File: src/rtl/green_cell_pkg.sv
// Shared types and helpers for the Game of Life cell controllers.
package green_cell_pkg;

  typedef enum logic [1:0] {
    SETUP_OFF = 2'd0,
    SETUP_ON  = 2'd1,
    GAME_ON   = 2'd2,
    GAME_OFF  = 2'd3
  } cell_state_t;

  localparam int unsigned DEFAULT_TICK_DIV = 33_333_333;
  localparam int unsigned NBR_W            = 8;
  localparam int unsigned CNT_W            = 4;

  // Number of live neighbours, 0..8.
  function automatic logic [CNT_W-1:0] neighbour_count(input logic [NBR_W-1:0] nbrs);
    logic [CNT_W-1:0] sum;
    sum = '0;
    for (int i = 0; i < int'(NBR_W); i++) begin
      sum = sum + CNT_W'(nbrs[i]);
    end
    return sum;
  endfunction

endpackage

File: src/rtl/tick_enable_gen.sv
// Slow clock-enable: one-cycle tick every TICK_DIV clocks, phase reset by reset.
module tick_enable_gen #(
  parameter int unsigned TICK_DIV = 4
) (
  input  logic clk,
  input  logic reset,
  output logic tick
);

  localparam int unsigned CW = (TICK_DIV > 1) ? $clog2(TICK_DIV) : 1;

  logic [CW-1:0] r_count;

  assign tick = (r_count == CW'(TICK_DIV - 1));

  always_ff @(posedge clk) begin
    if (reset) begin
      r_count <= '0;
    end else if (tick) begin
      r_count <= '0;
    end else begin
      r_count <= r_count + CW'(1);
    end
  end

endmodule

File: src/rtl/green_seed_light_fsm.sv
// One matrix cell: seeded during setup, then evolves by Conway rules once per tick.
module green_seed_light_fsm
  import green_cell_pkg::*;
#(
  parameter int unsigned TICK_DIV = DEFAULT_TICK_DIV
) (
  input  logic clk,
  input  logic reset,
  input  logic gl,
  input  logic gla,
  input  logic ga,
  input  logic gra,
  input  logic gr,
  input  logic grb,
  input  logic gb,
  input  logic glb,
  input  logic selectingLightConfirmed,
  input  logic startGameSwitch,
  output logic greenLED
);

  logic             w_tick;
  logic [CNT_W-1:0] w_n;
  cell_state_t      w_ns;
  cell_state_t      r_state;
  logic             r_led;

  tick_enable_gen #(
    .TICK_DIV (TICK_DIV)
  ) u_tick (
    .clk   (clk),
    .reset (reset),
    .tick  (w_tick)
  );

  assign w_n = neighbour_count({gl, gla, ga, gra, gr, grb, gb, glb});

  function automatic cell_state_t next_state(
    input cell_state_t      cur,
    input logic [CNT_W-1:0] n,
    input logic             confirm,
    input logic             start
  );
    cell_state_t ns;
    ns = SETUP_OFF;
    case (cur)
      SETUP_OFF: ns = start ? GAME_OFF : (confirm ? SETUP_ON : SETUP_OFF);
      SETUP_ON:  ns = start ? GAME_ON : SETUP_ON;
      GAME_ON:   ns = ((n == CNT_W'(2)) || (n == CNT_W'(3))) ? GAME_ON : GAME_OFF;
      GAME_OFF:  ns = (n == CNT_W'(3)) ? GAME_ON : GAME_OFF;
      default:   ns = SETUP_OFF;
    endcase
    return ns;
  endfunction

  assign w_ns = next_state(r_state, w_n, selectingLightConfirmed, startGameSwitch);

  // LED flop is loaded from the next state, so it tracks the state with no added latency.
  always_ff @(posedge clk) begin
    if (reset) begin
      r_state <= SETUP_OFF;
      r_led   <= 1'b0;
    end else if (w_tick) begin
      r_state <= w_ns;
      r_led   <= (w_ns == SETUP_ON) || (w_ns == GAME_ON);
    end
  end

  assign greenLED = r_led;

endmodule

File: config.mk
export PLATFORM = sky130hd
export DESIGN_NAME = green_seed_light_fsm
export DESIGN_NICKNAME = d
export VERILOG_FILES = /design/src/rtl/green_cell_pkg.sv /design/src/rtl/tick_enable_gen.sv /design/src/rtl/green_seed_light_fsm.sv
export SDC_FILE = /design/constraint.sdc
export NUM_CORES = 1
export LEC_CHECK = 0
export CAP_MARGIN = 15
export CORE_ASPECT_RATIO = 0.6
export CORE_MARGIN = 2
export CORE_UTILIZATION = 50
export DETAILED_ROUTE_END_ITERATION = 16
export GPL_ROUTABILITY_DRIVEN = 0
export GPL_TIMING_DRIVEN = 1
export PLACE_DENSITY = 0.7
export SYNTH_ARGS = -nofsm -noshare
export SYNTH_HDL_FRONTEND = slang
export SYNTH_SLANG_ARGS = --single-unit
File: constraint.sdc
create_clock -name clk -period 6.42 [get_ports clk]
set_input_delay 0.963 -clock clk [delete_from_list [all_inputs] [get_ports clk]]
set_output_delay 0.963 -clock clk [all_outputs]
set_load 0.03 [all_outputs]
==> impl_summary.log <==
INFO  metric run_status = finished clean
INFO  metric cts.repair_timing.setup_buffer_count = 0
INFO  metric netlist_instances = roughly 180
INFO  metric critical_path_arrival = ~4.4 ns
INFO  metric gr-total-overflow = 0
INFO  metric synth_seq_area_share = 0.356
INFO  metric worst-slew-pin-transition = approximately 0.74 ns
INFO  metric crit_path_required_time = 6.59 ns
INFO  metric clk_pin_slew = approximately 0.090 ns
INFO  metric wl_per_cell = 14.3 um
INFO  metric ctsLongestPathBuffers = 2
INFO  metric synth_top_cells_by_area = sky130_fd_sc_hd__dfxtp_1 36%, sky130_fd_sc_hd__xor2_1 6.7%, sky130_fd_sc_hd__fa_1 5.1%
INFO  metric drv_slew = 0
INFO  metric detailedRoute.firstIterationViolations = 67
INFO  metric antennaDiodeCount = 0
INFO  metric worst_hold_path_type = register to register
INFO  metric global_route.usage.total = 0.200
INFO  metric ir_drop_worst_vdd = roughly 0.096 mV
INFO  metric pre_antenna_drt_iters = 4
INFO  metric ys_ff_latch = 28
INFO  metric max_slew_margin = 0.506
INFO  metric fin_setup_tns = 0 ns
INFO  metric layout_common_cells = 28 x sky130_fd_sc_hd__dfxtp_1, 18 x sky130_fd_sc_hd__nor2_1, 14 x sky130_fd_sc_hd__inv_1
INFO  metric tritoncts = yes
INFO  metric final_layout_size_suffix_gt1_frac = 0.0368
INFO  metric setup_violations = 0
INFO  metric slowest_stage = sky130_fd_sc_hd__fa_1
INFO  metric timing.critical_path.cells = clkdlybuf4s50_1 -> inv_1 -> fa_1 -> fa_1 -> fa_1 -> inv_1 -> ha_1 -> fa_1 -> and4b_1 -> a21oi_1 -> o21ai_0 -> a41o_1
INFO  metric cts_made_buffers = 3
INFO  metric place_area = 1700 um^2
INFO  metric fp.coreArea = 2930 um^2
INFO  metric postRouteAntennaNets = 0
INFO  metric mean_post_synth_cell_area = between 8 and 9 um^2
INFO  metric layout_commonest_cell = sky130_fd_sc_hd__dfxtp_1
INFO  metric antenna_found_initial = 0
INFO  metric cts_root_buffer = sky130_fd_sc_hd__clkbuf_8
INFO  metric pin_count = 13
INFO  metric floorplan.initialDensity = 0.538
INFO  metric drt-total-wl = 3.31 mm
INFO  metric cp-start-kind = input port
INFO  metric fmax = 0.235 GHz
INFO  metric drc_violation_count_after_routing = 0
INFO  metric nFillCells = between 200 and 300
INFO  metric worst_clock_skew = approximately 0.0030 ns
INFO  metric cts-hold-fix-buffers = 0
INFO  metric regArea = approximately 560 um^2
INFO  metric final_period_minus_worst_setup_slack = roughly 4.3 ns
INFO  metric number_of_global_route_vias_before_repair = between 1000 and 1500
INFO  metric critical_path_peak_fanout = 2
INFO  metric preCtsSetupSlack = 1.91 ns
INFO  metric max_cap_viol_count = 0
INFO  metric grt_pass1_wl = 5.61 mm
INFO  metric power_density = 187 nW/um^2
INFO  metric rsz0062_at_grt = false
INFO  metric numClockSinks = 28
INFO  metric worst_slack = between 2 and 2.5 ns
INFO  metric cts_resized = 0
INFO  metric synthDominantAreaCellType = sky130_fd_sc_hd__dfxtp_1
INFO  metric grt_start_max_net_pins = 24
INFO  metric row_count = 15
INFO  metric cp-end-kind = register
INFO  metric layout-area-overhead-vs-synth = 11.6%
INFO  metric final.period_utilization = 0.663
INFO  metric multi_input_comb_area = approximately 920 um^2
INFO  metric drt-vias-per-instance = between 5 and 6
INFO  metric dp.final_hpwl = approximately 2.5 mm
INFO  metric crit_path_frequent_cell = sky130_fd_sc_hd__fa_1
INFO  metric die_height = between 40 and 50 um
INFO  metric power_leakage = around 0.68 nW
INFO  metric cts_max_level = 1
INFO  metric die_x = between 70 and 80 um
INFO  metric finalNetCount = about 210
INFO  metric port_buffers = 12
INFO  metric timing.final.hold_violations = 0
INFO  metric dr_total_vias = ~1300
INFO  metric syn_nets = around 200
INFO  metric synth_area = 1580 um^2
INFO  metric synthDominantCellAreaShare = 0.356
INFO  metric die_area = 3630 um^2
INFO  metric clock_latency = roughly 0.27 ns
INFO  metric critical-path-max-stage-delay = ~0.55 ns
INFO  metric ys_warn_count = 0
INFO  metric synth.lib_cells_used.distinct = 36
INFO  metric setup.worst_path.class = input port to register
INFO  metric finish.instance_area = between 1500 and 2000 um^2
-- critical path: cells and delay by family --
kind,cells,cell delay [ns]
fa+ha+maj,5,2.14
compound gates,3,0.56
simple gates,1,0.20
buf+inv,3,0.56
-- metal layers --
layer / up-vias / wire length (um) / GRT usage
li1: 673 / - / -
met1: 628 / 1660 / 0.268
met2: 40 / 1460 / 0.349
met3: 2 / 177 / 0.0472
met4: 0 / 12 / 0.0364
met5: - / 0 / 0
-- cells by family (layout without fill, tap and decap cells) --
family / after synthesis / in the layout / share of synthesized area
compound gates: 29 / 29 / 0.113
xor+xnor: 13 / 13 / 0.0722
fa+ha+maj: 9 / 9 / 0.0905
buf+inv: 23 / 30 / 0.0619
flops: 28 / 28 / 0.356
simple gates: 81 / 81 / 0.306
-- stage by stage --
| stage | total power [W] | utilization | cells | hold slack, ns |
|---|---|---|---|---|
| finish | 0.000328 | 0.601 | 232 | 0.483 |
| global route | 0.000347 | 0.601 | 232 | 0.519 |
| CTS | 0.000332 | 0.601 | 232 | 0.487 |
| detailed placement | 0.000226 | 0.582 | 228 | 0.465 |
| global placement | 0.000223 | 0.582 | 228 | 0.453 |
| floorplan | 0.000210 | - | 183 | 0.437 |
-- sequential cells by signal, summed over array words and instances (netlist names) --
register        count
greenLED            1
u_tick.r_count     25
r_state             2
-- cell usage after synthesis (all sizes together) --
master    n
xor2     12
nor2b     2
a31oi     1
dfxtp    28
or3       5
and4      7
a21o      1
clkbuf    2
nand2    10
and2      1
xnor2     1
nand4     7
nand3    12
nor4bb    1
fa        4
or3b      1
o31ai     5
buf       7
o21ai     5
nand3b    1
o311ai    1
or4       5
a21oi    13
nor3b     1
nor2     18
and3      4
a41o      2
o2bb2ai   1
and4b     2
ha        5
inv      14
nor4      2
and4bb    1
nand2b    1
-- report_power, final --
group	internal, W	leakage (nW)	total, W	switching, W
combinational	0.0000224	0.422	0.0000449	0.0000224
clock	0.0000548	0.0288	0.000106	0.0000513
sequential	0.000175	0.226	0.000177	0.00000211
total	0.000252	0.677	0.000328	0.0000759
-- area by class of cell --
cell class	count	share of cell area
clock buffers	4	0.0313
inverters	14	0.0299
multi-input cells	132	0.522
flip-flops and latches	28	0.319
well taps	42	0.0299
repair buffers	12	0.0683
-- final timing paths --
check,from,depth (start not counted),slack (ns),endpoint
max,gl,12,2.16,greenLED$_SDFFE_PP0P_
min,u_tick.r_count[0]$_SDFF_PP0_,1,0.48,u_tick.r_count[0]$_SDFF_PP0_
max reg2reg,u_tick.r_count[3]$_SDFF_PP0_,4,4.42,u_tick.r_count[6]$_SDFF_PP0_
min reg2reg,u_tick.r_count[0]$_SDFF_PP0_,1,0.48,u_tick.r_count[0]$_SDFF_PP0_
No activity file was read; power rests on OpenSTA's default activity.
